<file path="src/rtl/sqrl_uart_tx_fifo.sv">
`default_nettype none
// ============================================================================
// sqrl_uart_tx_fifo : FIFO-buffered UART transmitter, configurable frame format
// Optional CTS flow control: define SQRL_UART_TX_CTS_EN
// Revision: 1.0
// ============================================================================
module sqrl_uart_tx_fifo #(
  parameter int comm_clk_frequency = 100000000,
  parameter int baud_rate          = 115200,
  parameter int data_bits          = 8,
  parameter int parity             = 0,
  parameter int stop_bits          = 1,
  parameter int fifo_depth         = 16
) (
  input  logic                          clk,
  input  logic                          reset,
  output logic                          uart_tx,
  input  logic                          tx_new_byte,
  input  logic [data_bits-1:0]          tx_byte,
  output logic                          tx_ready,
  output logic                          tx_busy,
  output logic [$clog2(fifo_depth):0]   fifo_count
`ifdef SQRL_UART_TX_CTS_EN
  ,
  input  logic                          cts_n
`endif
);

  localparam int unsigned c_aw         = $clog2(fifo_depth);
  localparam int unsigned c_cw         = c_aw + 1;
  localparam logic [15:0] c_baud_delay = 16'(comm_clk_frequency / baud_rate - 1);
  localparam logic [3:0]  c_last_data  = 4'(data_bits - 1);
  localparam logic [3:0]  c_last_stop  = 4'(stop_bits - 1);
  localparam logic        c_odd        = (parity == 1);
  localparam logic        c_has_par    = (parity != 0);

  typedef enum logic [2:0] {
    S_IDLE   = 3'd0,
    S_START  = 3'd1,
    S_DATA   = 3'd2,
    S_PARITY = 3'd3,
    S_STOP   = 3'd4
  } state_t;

  state_t                r_state, w_state_next;
  logic [15:0]           r_timer;
  logic [3:0]            r_bit_cnt;
  logic [data_bits-1:0]  r_shift;
  logic                  r_par;
  logic [data_bits-1:0]  r_mem [fifo_depth];
  logic [c_aw-1:0]       r_wr_ptr, r_rd_ptr;
  logic [c_cw-1:0]       r_count;
  logic                  w_wr, w_pop, w_bit_end, w_cts_ok, w_can_send, w_line;
  logic [data_bits-1:0]  w_head;

`ifdef SQRL_UART_TX_CTS_EN
  logic [1:0] r_cts_sync;
  // Reset to "not clear" so nothing leaves before the line state is known.
  always_ff @(posedge clk or posedge reset) begin
    if (reset) r_cts_sync <= 2'b11;
    else       r_cts_sync <= {r_cts_sync[0], cts_n};
  end
  assign w_cts_ok = ~r_cts_sync[1];
`else
  assign w_cts_ok = 1'b1;
`endif

  assign w_wr       = tx_new_byte && tx_ready;
  assign w_head     = r_mem[r_rd_ptr];
  assign w_can_send = (r_count != '0) && w_cts_ok;
  assign w_bit_end  = (r_timer == c_baud_delay);
  assign tx_ready   = (r_count != c_cw'(fifo_depth));
  assign tx_busy    = (r_state != S_IDLE) || (r_count != '0);
  assign fifo_count = r_count;

  always_ff @(posedge clk or posedge reset) begin
    if (reset) begin
      r_wr_ptr <= '0;
      r_rd_ptr <= '0;
      r_count  <= '0;
    end else begin
      if (w_wr)  r_wr_ptr <= r_wr_ptr + c_aw'(1);
      if (w_pop) r_rd_ptr <= r_rd_ptr + c_aw'(1);
      case ({w_wr, w_pop})
        2'b10:   r_count <= r_count + c_cw'(1);
        2'b01:   r_count <= r_count - c_cw'(1);
        default: r_count <= r_count;
      endcase
    end
  end

  always_ff @(posedge clk) begin
    if (w_wr) r_mem[r_wr_ptr] <= tx_byte;
  end

  always_ff @(posedge clk or posedge reset) begin
    if (reset) r_state <= S_IDLE;
    else       r_state <= w_state_next;
  end

  always_comb begin
    w_state_next = r_state;
    w_pop        = 1'b0;
    case (r_state)
      S_IDLE: begin
        if (w_can_send) begin
          w_pop        = 1'b1;
          w_state_next = S_START;
        end
      end
      S_START: if (w_bit_end) w_state_next = S_DATA;
      S_DATA: begin
        if (w_bit_end && r_bit_cnt == c_last_data)
          w_state_next = c_has_par ? S_PARITY : S_STOP;
      end
      S_PARITY: if (w_bit_end) w_state_next = S_STOP;
      S_STOP: begin
        // Chain straight into the next start bit when more data is waiting.
        if (w_bit_end && r_bit_cnt == c_last_stop) begin
          if (w_can_send) begin
            w_pop        = 1'b1;
            w_state_next = S_START;
          end else begin
            w_state_next = S_IDLE;
          end
        end
      end
      default: w_state_next = S_IDLE;
    endcase
  end

  always_ff @(posedge clk or posedge reset) begin
    if (reset) begin
      r_timer   <= '0;
      r_bit_cnt <= '0;
      r_shift   <= '0;
      r_par     <= 1'b0;
    end else begin
      r_timer <= (r_state == S_IDLE || w_bit_end) ? 16'd0 : r_timer + 16'd1;
      if (w_state_next != r_state)
        r_bit_cnt <= '0;
      else if (w_bit_end && (r_state == S_DATA || r_state == S_STOP))
        r_bit_cnt <= r_bit_cnt + 4'd1;
      if (w_pop) begin
        r_shift <= w_head;
        r_par   <= (^w_head) ^ c_odd;
      end else if (r_state == S_DATA && w_bit_end) begin
        r_shift <= r_shift >> 1;
      end
    end
  end

  always_comb begin
    w_line = 1'b1;
    case (r_state)
      S_START:  w_line = 1'b0;
      S_DATA:   w_line = r_shift[0];
      S_PARITY: w_line = r_par;
      default:  w_line = 1'b1;
    endcase
  end

  always_ff @(posedge clk or posedge reset) begin
    if (reset) uart_tx <= 1'b1;
    else       uart_tx <= w_line;
  end

endmodule
`default_nettype wire

</file>
<file path="config.mk">
export PLATFORM = sky130hd
export DESIGN_NAME = sqrl_uart_tx_fifo
export DESIGN_NICKNAME = d
export VERILOG_FILES = /design/src/rtl/sqrl_uart_tx_fifo.sv
export SDC_FILE = /design/constraint.sdc
export NUM_CORES = 1
export LEC_CHECK = 0
export ABC_AREA = 1
export BUFFER_PORTS_ARGS = -buffer_cell sky130_fd_sc_hd__buf_2
export CAP_MARGIN = 25
export CORE_ASPECT_RATIO = 1.4
export CORE_MARGIN = 5
export CORE_UTILIZATION = 35
export CTS_CLUSTER_DIAMETER = 120
export DETAILED_ROUTE_END_ITERATION = 6
export HOLD_SLACK_MARGIN = 0.15
export SETUP_SLACK_MARGIN = 0.02
export SLEW_MARGIN = 20
export SYNTH_ARGS = -nofsm -noshare
export SYNTH_HDL_FRONTEND = slang
export SYNTH_SLANG_ARGS = --single-unit
</file>
<file path="constraint.sdc">
create_clock -name clk -period 6.1 [get_ports clk]
set_clock_uncertainty 0.2 [all_clocks]
set_input_delay 0.915 -clock clk [delete_from_list [all_inputs] [get_ports clk]]
set_output_delay 0.915 -clock clk [all_outputs]
set_load 0.01 [all_outputs]
</file>
==> impl_metrics.yaml <==
setup_path:
  worst-path-buf-inv: 4
  timing.rr.start: "r_rd_ptr[0]"
  crit_top_cell: "nand2_1"
  crit_family: "buffers and inverters"
  r2r_cells: 17
  end_kind: "flop"
  critPathSlowestCell: "buf_4"
  start_kind: "flop"
  reg2reg_to: "r_par"
  slowest_delay_ns: 0.60
  crit_chain: "buf_4 > inv_2 > buf_16 > nand2_1 > nand2_1 > nand2_1 > nand3_1 > nand3_1 > nand2_1 > inv_2 > nand2_1 > nand2_1 > nand2_1 > nand2_1 > nand2_1 > nand3_1 > nand2_1"
  crit_type: "flop to flop"
  cp.arrival_ns: 3.37
  path_max_fanout: 68
  regToRegSetupSlack_ns: 2.85
  crit_required_ns: 6.22
power:
  vdd_drop_max_mv: 0.211
  report.power.total_mw: 2.78
  seqPwrFrac: 0.517
  powerDensity_mw_per_mm2: 308
  power.internal_mw: 2.02
  clkPwrFrac: 0.367
  pwr-share-comb: 0.115
  switching_power_mw: 0.763
  leakagePower_nw: 3.89
  p_sw_frac: 0.274
synthesis:
  netlist_area_sq_mm: 0.00813
  avgSynthCellArea_sq_um: 9.38
  syn_nets: 889
  synth_cell_types: 36
  yosysWarnings: 0
  ys_seq_area_frac: 0.614
  synth_top_area_share: 0.473
  synth-seq-cells: 174
  async_flop_share: 0.264
  synthFlopType: "edfxtp_1"
  ys_top_cells_by_area: "edfxtp_1 (47%), dfrtp_1 (14%), nand2_1 (13%), nand3_1 (5.7%), inv_1 (4.6%)"
  synthCells: 867
  synth.top_cells.by_count: "nand2_1 (291), edfxtp_1 (128), inv_1 (100)"
  synthMostInstantiatedCell: "nand2_1"
  post-synth-top-area-cell: "edfxtp_1"
  synth_enable_flop_cells: 128
finish:
  area_growth_pct: 11.2
  diodes: 0
  drive_above_1_share: 0.0839
  final_util: 0.393
  fillers: 2260
  final_area_sq_mm: 0.00905
  nets: 903
  layoutNonFillerInstCount: 1200
hold_path:
  hold_class: "flop to flop"
  min_to: "r_timer[0]"
  hp-start: "r_timer[0]"
  min_path_cells: 1
die:
  die-area_sq_mm: 0.0264
  die_x_um: 139
  num_io_pins: 19
  std_cell_rows: 66
  die_y_um: 190
  core_sq_mm: 0.0230
  initial_utilization: 0.353
drt:
  vias_per_cell: 4.73
  wire_per_inst_um: 15.0
  num_vias: 5680
  wl_um: 18000
  firstDrtPassIters: 4
  drc_errors: 0
  drtAntennaViolNets: 0
  drtIter0Drc: 446
outcome:
  status: "completed"
sta:
  finalHoldViolCount: 0
  max_freq_ghz: 0.308
  slew_viol_final: 0
  relSlewSlack: 0.415
  fin_crit_ns: 3.25
  tns_ns: 0
  rsz0062_at_grt: "no"
  post-route-period-util: 0.532
  worst_pin_slew_ns: 0.875
  setup_viol: 0
clock_network:
  hold_buffers: 0
  htree_levels: 4
  clkLatencyLatePin_ns: 0.43
  post_cts_buffers: 0
  cts_resized: 0
  cts_tree: "built"
  clock_sinks: 174
  cts_root_buf: "clkbuf_16"
  cts_made_buffers: 17
  cts_max_path_buffers: 2
  clk_pin_slew_ns: 0.07
global_route:
  grt_first_pass_wirelength_um: 29400
  grt_antenna_before_repair: 0
  first_global_vias: 5711
  gr-usage-met3: 0.0271
  grt_max_degree: 69
  grt_overflow_total: 0
  grtUsageMet1: 0.161
  groute.usage.overall: 0.142
  grt_use_met2: 0.262
  busiest_layer: "met2"
place:
  dpl_cell_area_sq_mm: 0.00849
  place_congestion: 0.806
  dp_hpwl_um: 11800
  numPortBuffers: 18
  dp.cells: 1168
job:
  maxCapViolCount: 0
-- registers in the layout, summed over array words and instances, names as in the netlist --
signal	cells
r_mem	128
r_timer	16
r_shift	8
fifo_count	5
r_bit_cnt	4
r_rd_ptr	4
r_wr_ptr	4
r_state	3
r_par	1
uart_tx	1
-- worst register-to-register path, cell delays in order, from the launching register on --
cell and delay [ns]:
dfrtp_2 0.34, buf_4 0.60, inv_2 0.54, buf_16 0.33, nand2_1 0.09, nand2_1 0.05, nand2_1 0.06, nand3_1 0.12
nand3_1 0.15, nand2_1 0.17, inv_2 0.09, nand2_1 0.05, nand2_1 0.09, nand2_1 0.06, nand2_1 0.06, nand2_1 0.05
nand3_1 0.07, nand2_1 0.05
-- cell families (layout without fill, tap and decap cells) --
logic type | Yosys count | after routing | share of synthesized area
AOI/OAI and AO/OA | 48 | 48 | 0.0325
xor gates and xnor gates | 14 | 14 | 0.0151
adders and majority gates | 11 | 11 | 0.0169
buffers and inverters | 138 | 165 | 0.0718
DFF | 174 | 174 | 0.614
and+or+nand+nor | 482 | 482 | 0.250
-- power groups by stage --
stage,combinational (mW),sequential [mW],clock (mW)
2_1_floorplan,0.215,1.46,0
3_3_place_gp,0.319,1.46,0
3_5_place_dp,0.324,1.46,0
4_1_cts,0.326,1.44,1.05
5_1_grt,0.372,1.45,1.09
6_report,0.321,1.44,1.02
-- through the flow --
| stage | hold slack (ns) | setup slack, ns |
|---|---|---|
| 3_5_place_dp | 0.260 | 2.82 |
| 5_1_grt | 0.286 | 2.56 |
| 3_3_place_gp | 0.245 | 2.85 |
| 6_report | 0.266 | 2.85 |
| 4_1_cts | 0.269 | 2.82 |
| 2_1_floorplan | 0.233 | 3.39 |
-- layout by cell type, fill, tap and decap left out, types with 4 or more instances in the layout --
cell,Yosys,final
nor2_1,61,61
xor2_1,11,11
clkinv_2,0,4
buf_4,4,4
inv_2,8,8
inv_8,0,5
nand3_1,92,92
ha_1,11,11
a21oi_1,10,10
o21ai_0,25,25
nand4_1,8,8
inv_1,100,99
dfrtp_1,45,44
o21ai_1,5,5
nand2_1,291,291
edfxtp_1,128,128
clkbuf_16,0,17
buf_2,17,18
nor3_1,12,12
nor3b_1,6,6
-- metal layers --
metal	routed length (um)	part of all wire
met5	0	0
met4	442	0.025
met3	651	0.036
met2	9640	0.53
met1	7310	0.40
-- how the worst max path moves through the flow --
stage / from / endpoint / depth (start not counted)
final: r_rd_ptr[0] / r_par / 17
after global routing: r_rd_ptr[0] / r_par / 17
after CTS: r_rd_ptr[0] / r_par / 17
after detailed placement: r_rd_ptr[0] / r_par / 17
after global placement: r_rd_ptr[0] / r_par / 16
after floorplan: r_bit_cnt[0] / fifo_count[4] / 19
-- cell type report --
cell class                      instances  area (sq um)  share of cell area
Sequential cell                       174          5000               0.552
Multi-Input combinational cell        555          2550               0.282
Clock buffer                           17           425              0.0470
Inverter                              110           414              0.0458
Tap cell                              306           383              0.0423
Timing Repair Buffer                   23           148              0.0163
Clock inverter                         15           125              0.0138
(Power assumes the default switching activity.)
